==> src/rtl/rol4_pkg.sv <==
// Shared definitions for the sequential shift/rotate unit: FSM states and width constants.
package rol4_pkg;

    localparam int WIDTH_DEF = 4;
    localparam int AMT_W     = 2;

    typedef enum logic [1:0] {
        IDLE  = 2'd0,
        SHIFT = 2'd1,
        DONE  = 2'd2
    } state_t;

endpackage

==> src/rtl/rol1_step.sv <==
// Combinational single-bit left step: zero fill in logical mode, MSB wraps to LSB in rotate mode.
module rol1_step #(
    parameter int WIDTH = 4
) (
    input  logic [WIDTH-1:0] data,
    input  logic             rot,
    output logic [WIDTH-1:0] stepped,
    output logic             msb
);

    assign msb     = data[WIDTH-1];
    assign stepped = {data[WIDTH-2:0], rot & data[WIDTH-1]};

endmodule

==> src/rtl/rol4_seq.sv <==
// Multi-cycle left shift/rotate: one bit per cycle, done pulses one cycle after the last step.
module rol4_seq
    import rol4_pkg::*;
#(
    parameter int WIDTH = WIDTH_DEF
) (
    input  logic             clk,
    input  logic             rst,
    input  logic             start,
    input  logic [WIDTH-1:0] in,
    input  logic [AMT_W-1:0] s,
    input  logic             rot,
    output logic [WIDTH-1:0] out,
    output logic             carry,
    output logic             busy,
    output logic             done
);

    state_t           state;
    logic [WIDTH-1:0] data;
    logic [AMT_W-1:0] count;
    logic             mode;
    logic [WIDTH-1:0] stepped;
    logic             msb;

    rol1_step #(.WIDTH(WIDTH)) u_step (
        .data    (data),
        .rot     (mode),
        .stepped (stepped),
        .msb     (msb)
    );

    assign out = data;

    // busy and done are registered alongside the state so they never glitch
    always_ff @(posedge clk or posedge rst) begin
        if (rst) begin
            state <= IDLE;
            data  <= '0;
            count <= '0;
            mode  <= 1'b0;
            carry <= 1'b0;
            busy  <= 1'b0;
            done  <= 1'b0;
        end else begin
            case (state)
                IDLE: begin
                    if (start) begin
                        data  <= in;
                        count <= s;
                        mode  <= rot;
                        carry <= 1'b0;
                        busy  <= 1'b1;
                        if (s == '0) begin
                            state <= DONE;
                            done  <= 1'b1;
                        end else begin
                            state <= SHIFT;
                        end
                    end
                end
                SHIFT: begin
                    data  <= stepped;
                    carry <= msb;
                    count <= count - AMT_W'(1);
                    if (count == AMT_W'(1)) begin
                        state <= DONE;
                        done  <= 1'b1;
                    end
                end
                DONE: begin
                    state <= IDLE;
                    done  <= 1'b0;
                    busy  <= 1'b0;
                end
                default: begin
                    state <= IDLE;
                    done  <= 1'b0;
                    busy  <= 1'b0;
                end
            endcase
        end
    end

endmodule

==> config.mk <==
export PLATFORM = sky130hd
export DESIGN_NAME = rol4_seq
export DESIGN_NICKNAME = d
export VERILOG_FILES = /design/src/rtl/rol4_pkg.sv /design/src/rtl/rol1_step.sv /design/src/rtl/rol4_seq.sv
export SDC_FILE = /design/constraint.sdc
export NUM_CORES = 1
export LEC_CHECK = 0
export ABC_CLOCK_PERIOD_IN_PS = 1810
export BUFFER_PORTS_ARGS = -buffer_cell sky130_fd_sc_hd__buf_2
export CORE_MARGIN = 3
export CORE_UTILIZATION = 40
export DETAILED_ROUTE_END_ITERATION = 10
export GPL_ROUTABILITY_DRIVEN = 0
export HOLD_SLACK_MARGIN = 0.03
export PLACE_DENSITY_LB_ADDON = 0.2
export SETUP_SLACK_MARGIN = 0.02
export SLEW_MARGIN = 20
export SYNTH_ARGS = -nofsm -noshare
export SYNTH_HDL_FRONTEND = slang
export SYNTH_HIERARCHICAL = 1
export SYNTH_SLANG_ARGS = --single-unit
export TNS_END_PERCENT = 1
==> constraint.sdc <==
create_clock -name clk -period 1.81 [get_ports clk]
set_input_delay 0.2715 -clock clk [delete_from_list [all_inputs] [get_ports clk]]
set_output_delay 0.2715 -clock clk [all_outputs]
set_load 0.01 [all_outputs]
Yosys cells after proc, flatten, opt, wreduce, memory -nomap -nowiden

Cells that the tools add are included.

Bits in registers: 12
Bits of input ports: 10
Output and inout bits: 7
Word-level logic and storage cells: 39

Add/sub/neg operators: 1
Eq/ne operators: 5
Mux-type cells: 16
Bitwise gates (word level): 2
Reduce and logical (&&, ||, !) cells: 8

Operators by type and width:

| operator                                                           | number |
|---|---|
| 2-bit two-way mux                                                  | 4 |
| 2-bit one-hot mux with 2 select lines                              | 2 |
| 4-bit one-hot mux with 2 select lines                              | 1 |
| 2-bit AND reduction                                                | 4 |
| 2-bit inequality test, second input constant                       | 3 |
| 1-bit one-hot mux with 2 select lines                              | 3 |
| 1-bit two-way mux                                                  | 5 |
| 2-bit by 1-bit == test with 1-bit output, second input constant    | 2 |
| 2-bit zero test                                                    | 2 |
| 4-bit two-way mux                                                  | 1 |
| 3-bit AND reduction                                                | 1 |
| 2-bit nonzero test                                                 | 1 |
| 2-bit by 1-bit subtractor with 2-bit output, second input constant | 1 |
| 1-bit bitwise AND                                                  | 1 |
| 1-bit NOT                                                          | 1 |

Depth between registers and ports, before layout

Gate-level depths: netlist of the first run.

Depth in word-level cells: 4
Depth in mapped cells: 4

Modules after synthesis

Netlist of the first run, hierarchy kept.

By module, submodules not included:

| module    | instances | cells each | area each (µm²) |
|---|---|---|---|
| rol4_seq  | 1         | 51         | 568.0 |
| rol1_step | 1         | 5          | 36.3 |

Worst setup path before layout of the first run

OpenSTA, ideal clock, no wires.

Path type: register -> register
Start point: register state[0]
End point: register mode
Library setup time: 0.125 ns
Arrival time: 1.028 ns
Required time: 1.685 ns
Path slack: 0.657 ns
Cell stages (with the launch flop): 4
Cell sequence: dfrtp_1 > nor2b_2 > nor2b_4 > mux2_4

Cells in the longest elaborated chain, start to end: 2

RTL lines:

| element                              | line           | text |
|---|---|---|
| from (decl)                          | rol4_seq.sv:19 | `state_t state;` |
| from (signal assigned)               | rol4_seq.sv:38 | `state <= IDLE;` |
| from (signal assigned)               | rol4_seq.sv:55 | `state <= DONE;` |
| from (signal assigned)               | rol4_seq.sv:58 | `state <= SHIFT;` |
| 2-bit zero test                      | rol4_seq.sv:46 | `case (state)` |
| 2-bit AND reduction (no source line) | --             |  |
| to (signal assigned)                 | rol4_seq.sv:51 | `mode <= rot;` |
| to (decl)                            | rol4_seq.sv:22 | `logic mode;` |

Every way passes these cells.
A chain may end at the register's enable or synchronous reset.

Final worst setup path of the first run

Start point: register state[1]
End point: register data[0], in the netlist out[0]

Cells in the longest elaborated chain, start to end: 3
Elaborated cells between the ends (all ways): 6

RTL lines:

| element                                                                             | line           | text |
|---|---|---|
| 2-bit by 1-bit == test with 1-bit output / 2-bit zero test (equally long branches)  | rol4_seq.sv:46 |  |
| 2-bit nonzero test (no source line) / 2-bit inequality test (equally long branches) | --             |  |
| 2-bit AND reduction (no source line)                                                | --             |  |
| to (signal assigned)                                                                | rol4_seq.sv:49 | `data <= in;` |
| to (signal assigned)                                                                | rol4_seq.sv:63 | `data <= stepped;` |
| to (decl)                                                                           | rol4_seq.sv:20 | `logic [WIDTH-1:0] data;` |

Parallel ways exist; a longest one is shown, timed or not.

==> results.json, run 1 <==
{
  "start_util": 0.442,
  "p_switching_uw": 463,
  "cp_max_fo": 12,
  "tritoncts": "done",
  "outcome": "finished, final reports clean",
  "final_antenna_net_count": 0,
  "root_buffer": "clkbuf_4",
  "h-tree-depth": 1,
  "p_leak_uw": 0.000332,
  "required_ns": 1.98,
  "synth-edff-count": 0,
  "max_slew_margin": 0.692,
  "fin_nets": 84,
  "synth_top_area_share": 0.497,
  "end_kind": "flop",
  "worstSetupStartpointType": "flop",
  "synthesis.instances": 56,
  "wl_per_cell_um": 13.2,
  "grt_max_degree": 13,
  "row_count": 13,
  "synth_ff_type": "dfrtp_1",
  "wirelength_um": 1150,
  "grt.total_usage": 0.131,
  "yosysUniqueCellTypes": 21,
  "post-route-period-util": 0.688,
  "cap_violations": 0,
  "share_comb_of_total_power": 0.404,
  "period_minus_slack_ns": 1.25,
  "antenna_found_initial": 0,
  "hp-class": "in -> reg",
  "cts_setup_buffers": 0,
  "dr.pass1.iters": 4,
  "placed_cell_area_um2": 666,
  "max_freq_ghz": 0.803,
  "vias": 447,
  "syn-num-nets": 67,
  "fin_setup_tns_ns": 0,
  "grt_setup_unrepaired": "false",
  "io_buffers": 16,
  "clk_pin_slew_ns": 0.07,
  "fin_skew_ns": 0.00148,
  "yosys_warnings": 6,
  "hold_viol": 0,
  "cts_max_path_buffers": 2,
  "arrival_ns": 1.41,
  "drv_slew": 0,
  "dr.first_iter.drc_count": 5,
  "setup_viol": 0,
  "synth_seq_cells": 12,
  "clock-sinks": 12,
  "antennaDiodeCount": 0,
  "critical_path_class": "reg -> reg",
  "syn-cell-area_um2": 604,
  "numCtsBuffers": 3,
  "p_per_area_nw_per_um2": 1750,
  "core_um2": 1370,
  "dieWidth_um": 44.9,
  "yosysTopAreaCell": "dfrtp_1",
  "grt_overflow": 0,
  "fp.dieH_um": 44.9,
  "final_cell_area_um2": 712,
  "grt_pass1_vias": 389,
  "hpwlAfterDp_um": 812,
  "clk_latency_ns": 0.27,
  "p_int_uw": 782,
  "worst_slew_pin_slew_ns": 0.461,
  "synth_area_leaders": "dfrtp_1, o221a_2, buf_4, nand3b_1, nor2_1",
  "pwr-share-seq": 0.425,
  "drc": 0,
  "grt_pass1_wl_um": 1810,
  "ys_seq_area_frac": 0.497,
  "ios": 17,
  "swShare": 0.372,
  "layout-drive-gt1-share": 0.389,
  "pwr-share-clk": 0.171,
  "area_growth_pct": 17.8,
  "via_per_inst": 5.14,
  "irDropWorstVdd_mv": 0.836,
  "syn_area_per_cell_um2": 10.8,
  "synthArstFlopShare": 1.00,
  "fp.dieArea_um2": 2010
}
-- power by group through the flow --
stage	clock, µW	sequential [µW]	combinational, µW
finish	213	529	503
CTS	221	526	508
detailed placement	0	532	504
global route	237	555	562
floorplan	0	532	406
global placement	0	532	506
-- sequential cells by signal (all words and copies together), names as in the netlist --
name / count
state: 2
done: 1
out: 4
mode: 1
count: 2
busy: 1
carry: 1
-- cell usage in the layout, fill, tap and decap left out --
cell,Yosys,routed
buf_2,0,16
dfrtp_1,12,12
inv_1,3,3
nand2_1,3,3
a22oi_1,1,1
o221a_2,4,4
nand3b_1,4,4
nor2_2,1,1
and2_1,1,1
nor2b_4,1,1
ha_1,1,1
o211ai_1,1,1
dlygate4sd3_1,0,1
clkbuf_4,0,3
nand2b_1,2,2
nor2b_1,2,2
nor2_1,5,5
mux2_4,1,1
nor4b_1,1,1
o21ai_0,3,3
clkbuf_8,0,1
a21oi_1,3,3
a32oi_1,1,1
nor2b_2,1,1
-- metrics by stage --
stage / utilization / worst slack (ns) / hold slack, ns / cells / power (µW)
2_1_floorplan: - / 0.657 / 0.136 / 56 / 938
4_1_cts: 0.521 / 0.558 / 0.216 / 87 / 1260
5_1_grt: 0.521 / 0.451 / 0.209 / 87 / 1350
3_5_place_dp: 0.487 / 0.560 / 0.300 / 82 / 1040
6_report: 0.521 / 0.565 / 0.221 / 87 / 1250
3_3_place_gp: 0.487 / 0.542 / 0.300 / 82 / 1040
-- timing repair --
action,4_1_cts,5_1_grt
hold buffers,1,0
gates resized for setup,0,0
hold endpoints to repair,12,0
-- worst paths after layout --
path,from,endpoint,slack [ns],cells after the start
max,state[1],out[0],0.56,3
min,rot,mode,0.22,2
max reg2reg,state[1],out[0],0.56,3
min reg2reg,carry,carry,0.50,2
max in group asynchronous,rst,carry,0.96,3
min in group asynchronous,rst,mode,0.54,3
-- Yosys cell counts, drive strengths merged, types with 2 or more instances --
library cell  count
dfrtp            12
nand3b            4
nand2             3
nor2              6
inv               3
a21oi             3
nor2b             4
o221a             4
nand2b            2
o21ai             3
buf               5
-- critical path: stages (launching register included) --
cell and delay [ns]:
dfrtp_1 0.52, nor2_1 0.35, nand3b_1 0.13, o221a_2 0.14
-- layer usage --
| layer | vias up | share of wire | global-route usage |
|---|---|---|---|
| met1 | 198 | 0.49 | 0.173 |
| met3 | 2 | 0.11 | 0.0757 |
| li1 | 227 | - | - |
| met4 | 0 | 0.015 | 0.0702 |
| met2 | 20 | 0.39 | 0.166 |
| met5 | - | 0 | 0 |
-- kinds of logic (layout without fill, tap and decap cells) --
family	count (synthesis)	after routing	synth area share
buffers and inverters	8	24	0.0808
AND/OR/NAND/NOR	21	21	0.213
flip-flops	12	12	0.497
multiplexers	1	1	0.0248
AO/OA/AOI/OAI	13	13	0.164
adder cells (fa/ha/maj)	1	1	0.0207
-- layout make-up --
cell class | count | area, µm²
sequential | 12 | 300
clock buffer | 4 | 36.3
multi-input combinational | 36 | 255
tap | 15 | 18.8
fill | 140 | 654
timing repair buffer | 17 | 90.1
inverter | 3 | 11.3
Power figures use the tool's default switching activity.
==> inputs of run 2 (changes only) <==
Settings changed: ABC_AREA from default to 1, ABC_CLOCK_PERIOD_IN_PS 1810 to 1100.
Clock period 1.81 ns to 1.1 ns, I/O delays scaled along.
==> run 2 against run 1 <==
  * Non-clock buffer count unchanged
  * Power up 65%
  * Sequential power up 55%
  * Critical path type unchanged
  * Largest cell class unchanged
==> results.json, run 2 <==
{
  "synth_top_area_share": 0.472,
  "via_per_inst": 4.58,
  "yosys_warnings": 6,
  "ios": 17,
  "wl_met3_um": 72,
  "synth_seq_cells": 12,
  "p_switching_uw": 910,
  "wirelength_um": 1220,
  "hpwlAfterDp_um": 889,
  "irDropWorstVdd_mv": 1.40,
  "dr.pass1.iters": 4,
  "wl_per_cell_um": 10.4,
  "setup.worst_path.start": "state[1]",
  "syn-num-nets": 97,
  "yosysTopAreaCell": "dfrtp_1",
  "synth_ff_type": "dfrtp_1",
  "reg2regPathDepth": 5,
  "largest_register_ffs": 4,
  "grt.total_usage": 0.133,
  "r2r-end": "count[0]",
  "layout-drive-gt1-share": 0.294,
  "p_leak_uw": 0.000458,
  "end_kind": "flop",
  "layout_commonest_cell": "nand2_1",
  "wl_met1_um": 582,
  "stdcell_count": 117,
  "highest_layer": "met4",
  "synthArstFlopShare": 1.00,
  "endpoint": "count[0]",
  "io_buffers": 16,
  "core_um2": 1400,
  "h-tree-depth": 1,
  "start_util": 0.454,
  "cts_max_path_buffers": 2,
  "antenna_found_initial": 0,
  "dr.first_iter.drc_count": 10,
  "dieWidth_um": 45.9,
  "p_per_area_nw_per_um2": 2750,
  "synth_area_leaders": "dfrtp_1, nand2_1, buf_4, inv_1, nand2_4",
  "synth-edff-count": 0,
  "cp_max_fo": 7,
  "max_stage_delay_ns": 0.45,
  "max_slew_margin": 0.689,
  "worst_slew_pin_slew_ns": 0.466,
  "worstSetupStartpointType": "flop",
  "r2r_setup_slack_ns": 0.08,
  "syn-cell-area_um2": 636,
  "final_cell_mix": "nand2_1, buf_2, dfrtp_1",
  "p_int_uw": 1140,
  "pwr-share-clk": 0.132,
  "pwr-share-seq": 0.401,
  "yosysMostFrequentCell": "nand2_1",
  "dp_slack_ns": 0.0521,
  "post-route-period-util": 0.927,
  "synth_common_cells": "nand2_1, dfrtp_1, inv_1",
  "ys_seq_area_frac": 0.472,
  "cp.buffers_inverters": 0,
  "arrival_ns": 1.24,
  "area_growth_pct": 17.5,
  "final_antenna_net_count": 0,
  "swShare": 0.444,
  "slowest_stage": "dfrtp_2",
  "grt_pass1_vias": 486,
  "max_freq_ghz": 0.981,
  "required_ns": 1.32,
  "met2WireLength_um": 532,
  "timing.rr.start": "state[1]",
  "fin_skew_ns": 0.00255,
  "synthesis.instances": 86,
  "tritoncts": "done",
  "clock-sinks": 12,
  "period_minus_slack_ns": 1.02,
  "worst_path_most_repeated_cell": "nand2_1",
  "setup_viol": 0,
  "clk_pin_slew_ns": 0.07,
  "grt_pass1_wl_um": 2000,
  "grt_setup_unrepaired": "true",
  "hold_viol": 0,
  "yosysUniqueCellTypes": 13,
  "row_count": 13,
  "critPathTopFamily": "simple AND/OR/NAND/NOR gates",
  "critical_path_class": "reg -> reg",
  "fp.dieH_um": 45.9,
  "clk_latency_ns": 0.27,
  "share_comb_of_total_power": 0.468,
  "grt_max_degree": 13,
  "cap_violations": 0,
  "vias": 536,
  "hp-class": "in -> reg",
  "drc": 0,
  "path_cells": "nor2_4, nand2_1, nand2_2, nand2_1, nand2_1",
  "fin_nets": 115,
  "numCtsBuffers": 3,
  "fp.dieArea_um2": 2100,
  "outcome": "finished, final reports clean",
  "root_buffer": "clkbuf_4",
  "antennaDiodeCount": 0,
  "path_depth": 5,
  "hold_depth": 3,
  "dp_cells": 113,
  "grt_overflow": 0,
  "syn_area_per_cell_um2": 7.39,
  "setup_ws_ns": 0.0803,
  "drv_slew": 0
}
run 2: final cells by class:
class | count | area [µm²]
clock buffer | 3 | 22.5
sequential | 12 | 303
fill | 137 | 652
multi-input combinational | 61 | 279
inverter | 9 | 33.8
tap | 15 | 18.8
timing repair buffer | 17 | 90.1
run 2: power groups by stage:
stage | Sequential [µW] | Combinational [µW] | Clock, µW
3_3_place_gp | 806 | 943 | 0
2_1_floorplan | 853 | 707 | 0
4_1_cts | 806 | 958 | 278
3_5_place_dp | 814 | 949 | 0
6_report | 822 | 959 | 270
5_1_grt | 846 | 1100 | 293
run 2: worst min path at each step:
stage                     from      to  slack, ns
after floorplan            rst    busy       0.03
after CTS                  rot    mode       0.13
final                      rot    mode       0.15
after global placement     rst    mode       0.20
after detailed placement   rst  out[3]       0.21
after global routing       rot    mode       0.17
run 2: repair_timing:
item	CTS	global route
buffers inserted	0	0
setup endpoints to repair	0	10
gates resized for setup	0	4
hold endpoints to repair	12	0
hold buffers	1	0
run 2: cell families (layout without fill, tap and decap cells):
kind of cell,count (synthesis),after routing,synth area share
simple gates,59,59,0.400
buf+inv,13,29,0.100
flops,12,12,0.472
fa+ha+maj,1,1,0.0197
compound gates,1,1,0.00787
run 2: worst reg2reg max path: cells and delay by family, from the launching register on:
kind | cells | cell delay (ns)
flops | 1 | 0.45
simple gates | 5 | 0.51
run 2: metal layers:
metal | global-route usage | vias up
met2 | 0.190 | 12
met5 | 0 | -
li1 | - | 283
met3 | 0.0277 | 3
met1 | 0.178 | 238
met4 | 0.0852 | 0
run 2: metrics by stage:
step | TNS, ns | instance area (µm²) | hold slack [ns] | utilization | total power, µW
after floorplan | 0 | 636 | 0.0297 | - | 1560
after global placement | 0 | 704 | 0.199 | 0.504 | 1750
after detailed placement | 0 | 704 | 0.206 | 0.504 | 1760
after CTS | 0 | 737 | 0.128 | 0.527 | 2040
after global routing | -0.00583 | 747 | 0.172 | 0.534 | 2240
final | 0 | 747 | 0.153 | 0.534 | 2050
